## config.mk

```make
export PLATFORM = sky130hd
export DESIGN_NAME = tile_sprite_mapper
export DESIGN_NICKNAME = d
export VERILOG_FILES = /design/src/rtl/tile_sprite_mapper.sv
export SDC_FILE = /design/constraint.sdc
export NUM_CORES = 1
export LEC_CHECK = 0
export ABC_AREA = 0
export BUFFER_PORTS_ARGS = -buffer_cell sky130_fd_sc_hd__buf_4
export CAP_MARGIN = 20
export CORE_ASPECT_RATIO = 1.2
export CORE_MARGIN = 2
export CORE_UTILIZATION = 40
export DETAILED_ROUTE_END_ITERATION = 12
export GPL_ROUTABILITY_DRIVEN = 0
export HOLD_SLACK_MARGIN = 0.08
export SYNTH_ARGS = -nofsm -noshare
export SYNTH_HDL_FRONTEND = slang
export SYNTH_SLANG_ARGS = --single-unit
```

## constraint.sdc

```tcl
create_clock -name Clk -period 4.7 [get_ports Clk]
set_input_delay 1.175 -clock Clk [delete_from_list [all_inputs] [get_ports Clk]]
set_output_delay 1.175 -clock Clk [all_outputs]
set_load 0.05 [all_outputs]
```

## src/rtl/tile_sprite_mapper.sv

```systemverilog
// Tile/sprite colour mapper: VGA scan position to 24-bit RGB via map RAM,
// sprite ROM bits and a writable 16-entry palette. Two-cycle fixed latency.
module tile_sprite_mapper #(
   parameter int NUM_TANKS    = 2,
   parameter int NUM_BULLETS  = 2,
   parameter int TILE_BITS    = 5,
   parameter int MAP_COLS     = 20,
   parameter int MAP_ROWS     = 15,
   parameter int BLINK_FRAMES = 8
) (
   input  logic                     Clk,
   input  logic                     Reset,
   input  logic                     pix_valid,
   input  logic [9:0]               DrawX,
   input  logic [9:0]               DrawY,
   input  logic                     blank,
   input  logic                     frame_start,
   output logic [10:0]              map_addr,
   input  logic [2:0]               map_code,
   input  logic [6*NUM_TANKS-1:0]   tank_x,
   input  logic [6*NUM_TANKS-1:0]   tank_y,
   input  logic [6*NUM_BULLETS-1:0] bul_x,
   input  logic [6*NUM_BULLETS-1:0] bul_y,
   input  logic [NUM_BULLETS-1:0]   bul_en,
   input  logic [NUM_TANKS-1:0]     tank_pix,
   input  logic                     bul_pix,
   input  logic                     brk_pix,
   input  logic                     bush_pix,
   input  logic                     rck_pix,
   input  logic [NUM_TANKS-1:0]     tank_hit,
   input  logic                     pal_we,
   input  logic [3:0]               pal_addr,
   input  logic [23:0]              pal_data,
   output logic [7:0]               Red,
   output logic [7:0]               Green,
   output logic [7:0]               Blue,
   output logic                     rgb_valid
);

   localparam int CW = 10 - TILE_BITS;

   logic [CW-1:0] col, row;
   logic          in_range;

   logic          s1_valid, s1_blank, s1_inrng;
   logic [CW-1:0] s1_col, s1_row;

   logic [7:0]    blink [NUM_TANKS];
   logic [23:0]   pal [16];

   logic [2:0]    code;
   logic          bul_hit, tfound, tpix, tblink;
   logic [3:0]    tidx, pidx;

   function automatic logic [23:0] pal_default(input logic [3:0] i);
      case (i)
         4'd0:    return 24'h000000;
         4'd1:    return 24'h505050;
         4'd2:    return 24'h964B00;
         4'd3:    return 24'h421010;
         4'd4:    return 24'hFFD700;
         4'd5:    return 24'h90EE90;
         4'd6:    return 24'h228C22;
         4'd7:    return 24'hD3D3D3;
         4'd8:    return 24'hA8A8A8;
         4'd9:    return 24'hFFFFFF;
         4'd10:   return 24'hFF3131;
         4'd11:   return 24'h00FFFF;
         4'd12:   return 24'hFF00FF;
         4'd13:   return 24'hFFFF00;
         4'd14:   return 24'h3131FF;
         default: return 24'hFFFFFF;
      endcase
   endfunction

   assign col      = DrawX[9:TILE_BITS];
   assign row      = DrawY[9:TILE_BITS];
   assign in_range = (int'(col) < MAP_COLS) && (int'(row) < MAP_ROWS);
   assign map_addr = in_range ? (11'(row) * 11'(MAP_COLS) + 11'(col)) : '0;

   always_ff @(posedge Clk) begin
      if (Reset) begin
         s1_valid <= 1'b0;
         s1_blank <= 1'b0;
         s1_inrng <= 1'b0;
         s1_col   <= '0;
         s1_row   <= '0;
      end else begin
         s1_valid <= pix_valid;
         s1_blank <= blank;
         s1_inrng <= in_range;
         s1_col   <= col;
         s1_row   <= row;
      end
   end

   // Hit reload takes precedence over the frame decrement.
   always_ff @(posedge Clk) begin
      for (int unsigned i = 0; i < NUM_TANKS; i++) begin
         if (Reset)
            blink[i] <= '0;
         else if (tank_hit[i])
            blink[i] <= 8'(BLINK_FRAMES);
         else if (frame_start && blink[i] != '0)
            blink[i] <= blink[i] - 8'd1;
      end
   end

   always_ff @(posedge Clk) begin
      if (Reset) begin
         for (int unsigned i = 0; i < 16; i++)
            pal[i] <= pal_default(4'(i));
      end else if (pal_we) begin
         pal[pal_addr] <= pal_data;
      end
   end

   always_comb begin
      code    = s1_inrng ? map_code : 3'd0;
      bul_hit = 1'b0;
      tfound  = 1'b0;
      tpix    = 1'b0;
      tblink  = 1'b0;
      tidx    = '0;
      pidx    = '0;

      for (int unsigned i = 0; i < NUM_BULLETS; i++) begin
         if (bul_en[i] && 10'(bul_x[6*i +: 6]) == 10'(s1_col) &&
             10'(bul_y[6*i +: 6]) == 10'(s1_row))
            bul_hit = 1'b1;
      end

      // First match in ascending order gives lowest-index priority.
      for (int unsigned i = 0; i < NUM_TANKS; i++) begin
         if (!tfound && 10'(tank_x[6*i +: 6]) == 10'(s1_col) &&
             10'(tank_y[6*i +: 6]) == 10'(s1_row)) begin
            tfound = 1'b1;
            tidx   = 4'(i);
            tpix   = tank_pix[i];
            tblink = blink[i][0];
         end
      end

      if (s1_blank)
         pidx = 4'd0;
      else if (bul_hit && bul_pix)
         pidx = 4'd9;
      else begin
         case (code)
            3'd1:       pidx = 4'd1;
            3'd2:       pidx = brk_pix ? 4'd2 : 4'd3;
            3'd3, 3'd4: pidx = 4'd4;
            3'd5:       pidx = rck_pix ? 4'd7 : 4'd8;
            3'd6:       pidx = bush_pix ? 4'd5 : 4'd6;
            3'd0: begin
               if (tfound && tpix)
                  pidx = tblink ? 4'd15 : 4'd10 + tidx;
            end
            default:    pidx = 4'd0;
         endcase
      end
   end

   always_ff @(posedge Clk) begin
      if (Reset) begin
         Red       <= '0;
         Green     <= '0;
         Blue      <= '0;
         rgb_valid <= 1'b0;
      end else begin
         rgb_valid <= s1_valid;
         if (s1_valid)
            {Red, Green, Blue} <= pal[pidx];
      end
   end

endmodule

```

==> flow_metrics.py <==
metrics = {
    "outcome": {
        "run_status": "finished, final reports clean",
    },
    "cts": {
        "post_cts_hold_buffer_count": 0,
        "cts_htree_levels": 2,
        "cts_setup_buffers": 0,
        "cts_repair_resize_count": 0,
        "clk-insertion-delay-late_ps": 560,
        "cts_root_buf": "sky130_fd_sc_hd__clkbuf_16",
        "cts_tree": "yes",
        "cts_buffers": 44,
        "cts.clk_slew.worst_paths_ps": 60,
        "cts-root-to-sink-buffers": 3,
        "cts.sinks": 438,
    },
    "placed_design": {
        "placed_insts": 2355,
        "io_buffers": 139,
        "post-dp-hpwl_um": 33900,
    },
    "yosys": {
        "syn-instance-count": 1593,
        "netlist-cell-type-count": 58,
        "synth-seq-area-share_pct": 60.7,
        "postSynthAreaPerCell_um2": 13.2,
        "synth_ff_type": "sky130_fd_sc_hd__edfxtp_1",
        "yosys_warnings": 0,
        "netlist_area_um2": 21000,
        "syn_nets": 1723,
        "number_of_enable_type_register_cells_in_the_synthesized_netlist": 400,
        "synth-seq-cells": 438,
        "synth-async-reset-ratio_pct": 0,
    },
    "finish": {
        "num-nets-final": 1826,
        "most-common-layout-cells": "sky130_fd_sc_hd__edfxtp_1, sky130_fd_sc_hd__mux2i_1, sky130_fd_sc_hd__and2_1, sky130_fd_sc_hd__buf_4, sky130_fd_sc_hd__or3_1",
        "synthToLayoutAreaGrowth_pct": 14.9,
        "multi_input_area_um2": 7660,
        "layout-drive-gt1-share_pct": 17.1,
        "mostFrequentLayoutCell": "sky130_fd_sc_hd__edfxtp_1",
        "final_cells": 2435,
        "ant_diodes": 0,
        "n_fill_cell": 4679,
        "combined_flip_flop_and_latch_cell_area_um2": 12800,
    },
    "die": {
        "boundaryPins": 151,
        "floorplan.die.width_um": 213,
        "die_area_um2": 54500,
        "initial_utilization_pct": 40.3,
        "design.core.area_um2": 52300,
        "floorplan.die.height_um": 255,
        "fp-row-count": 92,
    },
    "detailed_routing": {
        "detailroute.via_count": 12943,
        "wl_met2_um": 27000,
        "drt_pass1_iterations": 5,
        "topRoutingLayerUsed": "met4",
        "routedWlPerCell_um": 22.2,
        "route.antenna.remaining_nets": 0,
        "drt_iter0_drc": 732,
        "drt-total-wl_um": 54100,
        "post_drt_via_cell_ratio": 5.32,
        "routed-wl-met3_um": 2830,
        "drc_errors": 0,
        "met1Wirelength_um": 23000,
    },
    "power_and_ir_drop": {
        "power_density_nw_per_um2": 361,
        "worst_ir_drop_vdd_v": 0.000245,
        "leakagePower_nw": 8.44,
        "p_total_mw": 8.72,
    },
    "critical_path": {
        "critPathSlowestCell": "sky130_fd_sc_hd__or3b_2",
        "critPathMaxStageDelay_ps": 540,
        "worst_path_dominant_cell_family": "adder cells",
        "cp-start-kind": "primary input",
        "worst-path-max-fanout": 5,
        "critical_path.cell_chain": "buf_4 > ha_1 > ha_1 > inv_1 > fa_1 > or3b_2 > xnor2_1 > nor2_1 > buf_4",
        "cp_endpoint_kind": "output port",
        "cp_num_buf_inv": 3,
        "worstPathRequired_ps": 3520,
        "timing_worst_setup_path_type": "in2out",
        "worst-endpoint-arrival_ps": 3340,
    },
    "timing": {
        "worst_pin_slew_ps": 1000,
        "worst_skew_ps": 17.2,
        "slew-limit-headroom_pct": 32.9,
        "max_clock_freq_mhz": 222,
        "finalMaxSlewViolations": 0,
        "timing.final.crit_period_ps": 4510,
        "fin_hold_viols": 0,
        "setup_tns_ps": 0,
        "rsz0062_at_grt": "no",
        "setup_viol_count_final": 0,
        "fin_crit_sh_pct": 96.0,
    },
    "run": {
        "timing.max_cap.violations": 0,
    },
    "global_routing": {
        "grt_overflow_total": 0,
        "grt_util_overall_pct": 19.8,
        "first_pass_grt_wire_length_um": 80100,
        "pin_count_of_the_biggest_net_entering_global_routing": 59,
        "antenna_found_initial": 0,
        "number_of_global_route_vias_before_repair": 13082,
    },
    "hold_path": {
        "worstHoldPathType": "reg2reg",
    },
}
-- final timing paths --
path	from	endpoint	slack [ps]	depth (start not counted)
worst max-delay path	DrawY[6]	map_addr[7]	190	9
worst min-delay path	blink[1][7]	blink[1][7]	630	2
worst max register to register	s1_col[0]	Red[3]	1560	11
worst min register to register	blink[1][7]	blink[1][7]	630	2
-- metal layers --
metal	GRT usage [%]	vias to the layer above
li1	-	6051
met1	25.3	6471
met2	34.8	346
met3	3.17	75
met4	5.22	0
met5	0	-
-- flip-flops by register name, summed over array words and instances (netlist names) --
name       flops
s1_row         5
rgb_valid      1
Blue           8
pal          384
blink         16
Red            8
s1_blank       1
s1_valid       1
s1_col         5
s1_inrng       1
Green          8
-- cell families after synthesis --
logic type	share of synthesized area (%)
compound gates	4.72
xor+xnor	2.41
fa+ha+maj	0.963
buf+inv	3.17
flops	60.7
mux	11.4
other cells	0.0178
simple gates	16.6
-- cell usage after synthesis, types with 23 or more instances --
cell type	n	area share, %
sky130_fd_sc_hd__nand2b_1	48	1.4
sky130_fd_sc_hd__o21bai_1	26	0.93
sky130_fd_sc_hd__or3_1	161	4.8
sky130_fd_sc_hd__and2_1	189	5.6
sky130_fd_sc_hd__xor2_1	41	1.7
sky130_fd_sc_hd__clkbuf_1	92	1.6
sky130_fd_sc_hd__o22ai_1	24	0.71
sky130_fd_sc_hd__mux2i_1	240	11
sky130_fd_sc_hd__edfxtp_1	400	57
sky130_fd_sc_hd__dfxtp_1	38	3.6
sky130_fd_sc_hd__a221o_1	24	1.1
sky130_fd_sc_hd__a22o_1	23	0.96
sky130_fd_sc_hd__nor2_1	52	0.93
-- through the flow --
stage	worst slack (ps)	instance area (um^2)	utilization, %	hold WS, ps
after floorplan	41.9	21100	-	576
after global placement	184	22800	43.7	604
after detailed placement	179	22800	43.7	606
after CTS	177	24200	46.3	628
after global routing	109	24200	46.3	641
final	190	24200	46.3	627
-- power breakdown --
part           total (mW)  internal (mW)  switching, mW
Sequential           4.57           4.48         0.0886
Clock                3.34           1.88           1.46
Combinational       0.812          0.300          0.512
Total                8.72           6.66           2.06
-- tightest hold or removal path, cell delays in order (launching register included) --
cell                       delay, ps
sky130_fd_sc_hd__edfxtp_1        360
sky130_fd_sc_hd__xor2_1           80
sky130_fd_sc_hd__nor2_1           80
-- cell type report --
type	instances	area share, %
Clock inverter	15	0.430
Sequential cell	438	52.8
Multi-Input combinational cell	1011	31.7
Clock buffer	65	5.13
Tap cell	705	3.65
Inverter	16	0.248
Timing Repair Buffer	185	6.00
(Power assumes the default switching activity.)
